File: config.mk
export PLATFORM = sky130hd
export DESIGN_NAME = serial_sub4
export DESIGN_NICKNAME = d
export VERILOG_FILES = /design/src/rtl/serial_sub4.sv
export SDC_FILE = /design/constraint.sdc
export NUM_CORES = 1
export LEC_CHECK = 0
export ABC_AREA = 0
export CAP_MARGIN = 15
export CORE_MARGIN = 5
export CORE_UTILIZATION = 40
export DETAILED_ROUTE_END_ITERATION = 10
export GPL_TIMING_DRIVEN = 0
export SYNTH_ARGS = -nofsm -noshare
export SYNTH_HDL_FRONTEND = slang
export SYNTH_SLANG_ARGS = --single-unit
File: constraint.sdc
create_clock -name clk -period 1.6 [get_ports clk]
set_input_delay 0.16 -clock clk [delete_from_list [all_inputs] [get_ports clk]]
set_output_delay 0.16 -clock clk [all_outputs]
set_load 0.01 [all_outputs]
File: src/rtl/serial_sub4.sv
// ============================================================================
//  Module   : serial_sub4
//  Purpose  : Bit-serial 4-bit subtractor (A - B, LSB first) with LED result.
//  Revision : 1.0 - initial release
// ============================================================================
`default_nettype none

module serial_sub4 (
    input  logic       clk,
    input  logic       rst,
    input  logic [7:0] SW,
    input  logic       start,
    output logic [4:0] LED,
    output logic       busy,
    output logic       done
);

    typedef enum logic [1:0] {
        ST_IDLE = 2'd0,
        ST_RUN  = 2'd1,
        ST_DONE = 2'd2
    } state_t;

    state_t      state_q;
    logic        start_q;
    logic [3:0]  a_sh_q;
    logic [3:0]  b_sh_q;
    logic [3:0]  d_sh_q;
    logic        bor_q;
    logic [1:0]  cnt_q;

    logic        start_edge;
    logic        diff_bit;
    logic        bout_bit;

    assign start_edge = start & ~start_q;

    // Full-subtractor cell on the current LSBs
    assign diff_bit = a_sh_q[0] ^ b_sh_q[0] ^ bor_q;
    assign bout_bit = (~a_sh_q[0] & b_sh_q[0]) | (~(a_sh_q[0] ^ b_sh_q[0]) & bor_q);

    always_ff @(posedge clk) begin
        if (rst) begin
            // start_q resets high so a button held through reset cannot launch
            start_q <= 1'b1;
            state_q <= ST_IDLE;
            a_sh_q  <= 4'd0;
            b_sh_q  <= 4'd0;
            d_sh_q  <= 4'd0;
            bor_q   <= 1'b0;
            cnt_q   <= 2'd0;
            LED     <= 5'd0;
            busy    <= 1'b0;
            done    <= 1'b0;
        end else begin
            start_q <= start;
            done    <= 1'b0;
            case (state_q)
                ST_IDLE: begin
                    if (start_edge) begin
                        a_sh_q  <= SW[3:0];
                        b_sh_q  <= SW[7:4];
                        d_sh_q  <= 4'd0;
                        bor_q   <= 1'b0;
                        cnt_q   <= 2'd0;
                        busy    <= 1'b1;
                        state_q <= ST_RUN;
                    end
                end
                ST_RUN: begin
                    a_sh_q <= {1'b0, a_sh_q[3:1]};
                    b_sh_q <= {1'b0, b_sh_q[3:1]};
                    d_sh_q <= {diff_bit, d_sh_q[3:1]};
                    bor_q  <= bout_bit;
                    cnt_q  <= cnt_q + 2'd1;
                    if (cnt_q == 2'd3) begin
                        state_q <= ST_DONE;
                    end
                end
                ST_DONE: begin
                    LED     <= {bor_q, d_sh_q};
                    done    <= 1'b1;
                    busy    <= 1'b0;
                    state_q <= ST_IDLE;
                end
                default: begin
                    state_q <= ST_IDLE;
                    busy    <= 1'b0;
                end
            endcase
        end
    end

endmodule

`default_nettype wire

* Yosys cells after proc, flatten, opt, wreduce, memory -nomap -nowiden *
Cells that the tools add are included.

storage, ports and cells
  register bits after elaboration = 25
  output and inout bits = 7
  logic and storage cells = 47

cells by class
  add/sub/neg operators = 1
  equal/unequal tests = 5
  muxes and demuxes = 16
  bitwise gates (word level) = 10
  reduce and logical (&&, ||, !) cells = 5

operators by type and width
  operator               count
  $pmux W4 S2            3
  $mux W4                3
  $pmux W2 S2            2
  $mux W2                3
  $reduce_and A2 Y1      3
  $eq A2 B2 Y1 const B   2
  $ne A2 B2 Y1 const B   2
  $not A1 Y1             4
  $pmux W1 S2            2
  $and A1 B1 Y1          3
  $mux W1                3
  $add A2 B1 Y2 const B  1
  $eq A2 B1 Y1 const B   1
  $logic_not A2 Y1       1
  $reduce_bool A2 Y1     1
  $xor A1 B1 Y1          2
  $or A1 B1 Y1           1

* Depth between registers and ports, before layout *
  word-level depth = 5
  depth in mapped cells = 5
  gate-level depth less buffers = 4

* Least setup slack after synthesis *
OpenSTA, ideal clock, no wires.

  path kind = register to register
  start point = register a_sh_q[0]
  end point = register d_sh_q[3]
  arrival time = 1.128 ns
  data required time = 1.484 ns
  setup slack = 0.356 ns
  stages on the path, launching flop included = 5
  path buffers = 0
  clock period less this slack = 1.244 ns
  path through = dfxtp_1 -> inv_1 -> fa_1 -> nor3_1 -> a31o_2

on the way
  longest elaborated chain between the ends = 3

RTL lines
  element                     line  source
  start: declaration          26    logic [3:0] a_sh_q;
  start signal: assignment    61    a_sh_q <= SW[3:0];
  start signal: assignment    71    a_sh_q <= {1'b0, a_sh_q[3:1]};
  $xor A1 B1 Y1 (2 in a row)  39    assign diff_bit = a_sh_q[0] ^ b_sh_q[0] ^ bor_q;
  $pmux W4 S2                 58    case (state_q)
  end signal: assignment      73    d_sh_q <= {diff_bit, d_sh_q[3:1]};
  end: declaration            28    logic [3:0] d_sh_q;

Every way passes these cells.
A chain may end at the register's enable or synchronous reset.

* Worst setup path in the final report *
  start point = register LED[1]
  end point = output LED[1]

RTL lines
  element                   line  source
  start: declaration        13    output logic [4:0] LED,
  start signal: assignment  81    LED <= {bor_q, d_sh_q};

No word-level cell between the ends.

==> flow_summary.yaml <==
status:
  outcome: "finished clean"
floorplanning:
  die_w_microns: 61.54
  die_h_microns: 61.54
  rows: 18
  core_sq_um: 2500
  ios: 18
  start_util: 0.4249
  die-area_sq_um: 3787
clock_tree:
  cts_buffers: 3
  cts.sinks: 25
  htreeDepth: 1
  hold_buffers: 0
  clkLatencyLatePin_ns: 0.32
  post_cts_buffers: 0
  cts_tree: "yes"
  cts_buffer_depth: 2
  clockRootBuffer: "clkbuf_4"
  path_clk_slew_ns: 0.13
  cts_resized: 0
worst_setup_path:
  worstSetupPathType: "register to primary output"
  reg2reg_to: "d_sh_q[3]$_SDFFE_PP0P_"
  cpLargestDelayFamily: "buffers and inverters"
  slowest_stage: "clkdlybuf4s50_1"
  cpPeakStageDelay_ns: 0.54
  crit_chain: "clkdlybuf4s50_1"
  cp.arrival_ns: 1.21
  r2r-start: "a_sh_q[0]$_SDFFE_PP0P_"
  r2r_slack_ns: 0.31
  endpoint_kind: "primary output"
  r2r_cells: 4
  start_kind: "register"
  path_max_fanout: 2
  worst-path-stages: 1
  required_ns: 1.44
  cp.buffers_inverters: 1
sta:
  rsz0062_at_grt: "false"
  setup-tns-final_ns: 0
  hold_viol: 0
  slew_violations: 0
  setup_viol: 0
  fin_crit_ns: 1.368
  max_freq_mhz: 731.0
  finClkSkew_ns: 0.007026
  period_share: 0.8550
  maxSlewHeadroom: 0.6916
  tightest_slew_ns: 0.4626
synth:
  synth_fa_ha_area_frac: 0.03062
  synth.distinct_cells: 27
  ys_ff_latch: 25
  async_reset_ff_frac: 0
  yosysWarnings: 0
  yosysSeqAreaShare: 0.4711
  ys_top_cells_by_area: "dfxtp_1 (47%), mux2i_1 (11%), a32o_1 (6.6%)"
  synth_area_sq_um: 1062
  synthSimpleGateAreaFrac: 0.1343
  synth.top_cell.area_share: 0.4711
  synth-edff-count: 0
  synth_xor_xnor_area_share: 0
  synth_top_family_by_area: "compound AO/OA/AOI/OAI gates"
  syn_area_per_cell_sq_um: 10.62
  synth_ff_type: "dfxtp_1"
  muxShareOfSynthArea: 0.1131
  synth_compound_area_frac: 0.1920
  synth_fp_nets: 113
  synth_top_area_cell: "dfxtp_1"
  synthCells: 100
drt:
  dr.pass1.iters: 4
  remaining_drc_errors: 0
  routed_wl_mm: 2.138
  postRouteAntennaNets: 0
  num_vias: 816
  routedWlPerCell_microns: 14.25
  first_iter_violations: 23
  vias_per_cell: 5.440
final_layout:
  n_antenna_cell: 0
  finalNetCount: 134
  layout-drive-gt1-share: 0.1500
  final_cell_mix: "dfxtp_1 (25), clkdlybuf4s50_1 (16), mux2i_1 (12)"
  syn_to_final_growth_pct: 21.20
  final_common_cell: "dfxtp_1"
pwr:
  power_uw: 1062
  max-vdd-ir-drop_mv: 0.4723
  p_leak_uw: 0.0005435
  p_per_area_nw_per_um2: 825.1
min_path:
  hold_path.class: "primary input to register"
  min_path_cells: 2
  holdPathEnd: "start_q$_SDFF_PP1_"
  worst_hold_startpoint: "rst"
global_routing:
  first_global_vias: 833
  antenna_found_initial: 0
  grt_overflow: 0
  grt_max_degree: 15
  grt_pass1_wl_mm: 3.712
  track_usage: 0.1326
place:
  gp_congestion: 0.7063
  dp_hpwl_mm: 1.558
  portBuffers: 16
run:
  maxCapViolCount: 0
synthesized netlist by cell type (3+ instances only):
cell type	count
o311ai_0	5
nor2_1	7
inv_1	3
buf_4	3
mux2i_1	12
nor3_1	5
a21oi_1	7
nand2b_1	7
nor2b_1	3
a32o_1	7
dfxtp_1	25
report_power, final:
part / leakage (uW) / total, uW / internal (uW) / switching, uW
Combinational: 0.000322 / 130 / 67.3 / 62.3
Sequential: 0.000203 / 658 / 644 / 13.8
Clock: 0.0000177 / 275 / 93.6 / 181
Total: 0.000543 / 1060 / 805 / 257
registers in the layout (all words and copies together) (netlist names):
| signal | cells |
|---|---|
| LED | 5 |
| a_sh_q | 4 |
| b_sh_q | 4 |
| bor_q | 1 |
| busy | 1 |
| cnt_q | 2 |
| d_sh_q | 4 |
| done | 1 |
| start_q | 1 |
| state_q | 2 |
metal layers:
layer,global-route usage,vias up,wire [microns]
met5,0,-,0
met4,0.05455,0,31
met3,0.02516,4,127
met2,0.2212,20,1022
met1,0.1669,388,957
li1,-,404,-
kinds of logic after synthesis:
logic type               count (synthesis)
buffers and inverters                   11
AND/OR/NAND/NOR                         26
flip-flops                              25
AO/OA/AOI/OAI                           24
multiplexers                            12
adder cells (fa/ha/maj)                  2
how the worst max path moves through the flow:
| stage | start | to | slack (ns) |
|---|---|---|---|
| floorplan | a_sh_q[0]$_SDFFE_PP0P_ | d_sh_q[3]$_SDFFE_PP0P_ | 0.36 |
| global placement | start | d_sh_q[0]$_SDFFE_PP0P_ | 0.20 |
| detailed placement | start | b_sh_q[1]$_SDFFE_PP0P_ | 0.17 |
| CTS | LED[2]$_SDFFE_PP0P_ | LED[2] | 0.21 |
| global route | LED[0]$_SDFFE_PP0P_ | LED[0] | 0.17 |
| finish | LED[1]$_SDFFE_PP0P_ | LED[1] | 0.23 |
final cells by class:
class	instances	area [sq um]
plain buffers	7	47.55
flip-flops and latches	25	500.5
inverters	4	15.01
fillers	240	1212
clock inverters	1	5.005
well taps	30	37.54
clock buffers	3	22.52
multi-input cells	64	499.2
repair buffers	16	160.2
stage by stage:
step           setup WS, ns  cell area (sq um)  instances    util  hold WS, ns
6_report             0.2319               1287        150  0.5150       0.1734
3_3_place_gp         0.2012               1260        146  0.5040       0.4738
4_1_cts              0.2086               1287        150  0.5150       0.1675
5_1_grt              0.1656               1287        150  0.5150       0.2026
3_5_place_dp         0.1694               1260        146  0.5040       0.4862
2_1_floorplan        0.3556               1062        100       -       0.2666
Note: power is estimated with default switching activity, not from simulation.
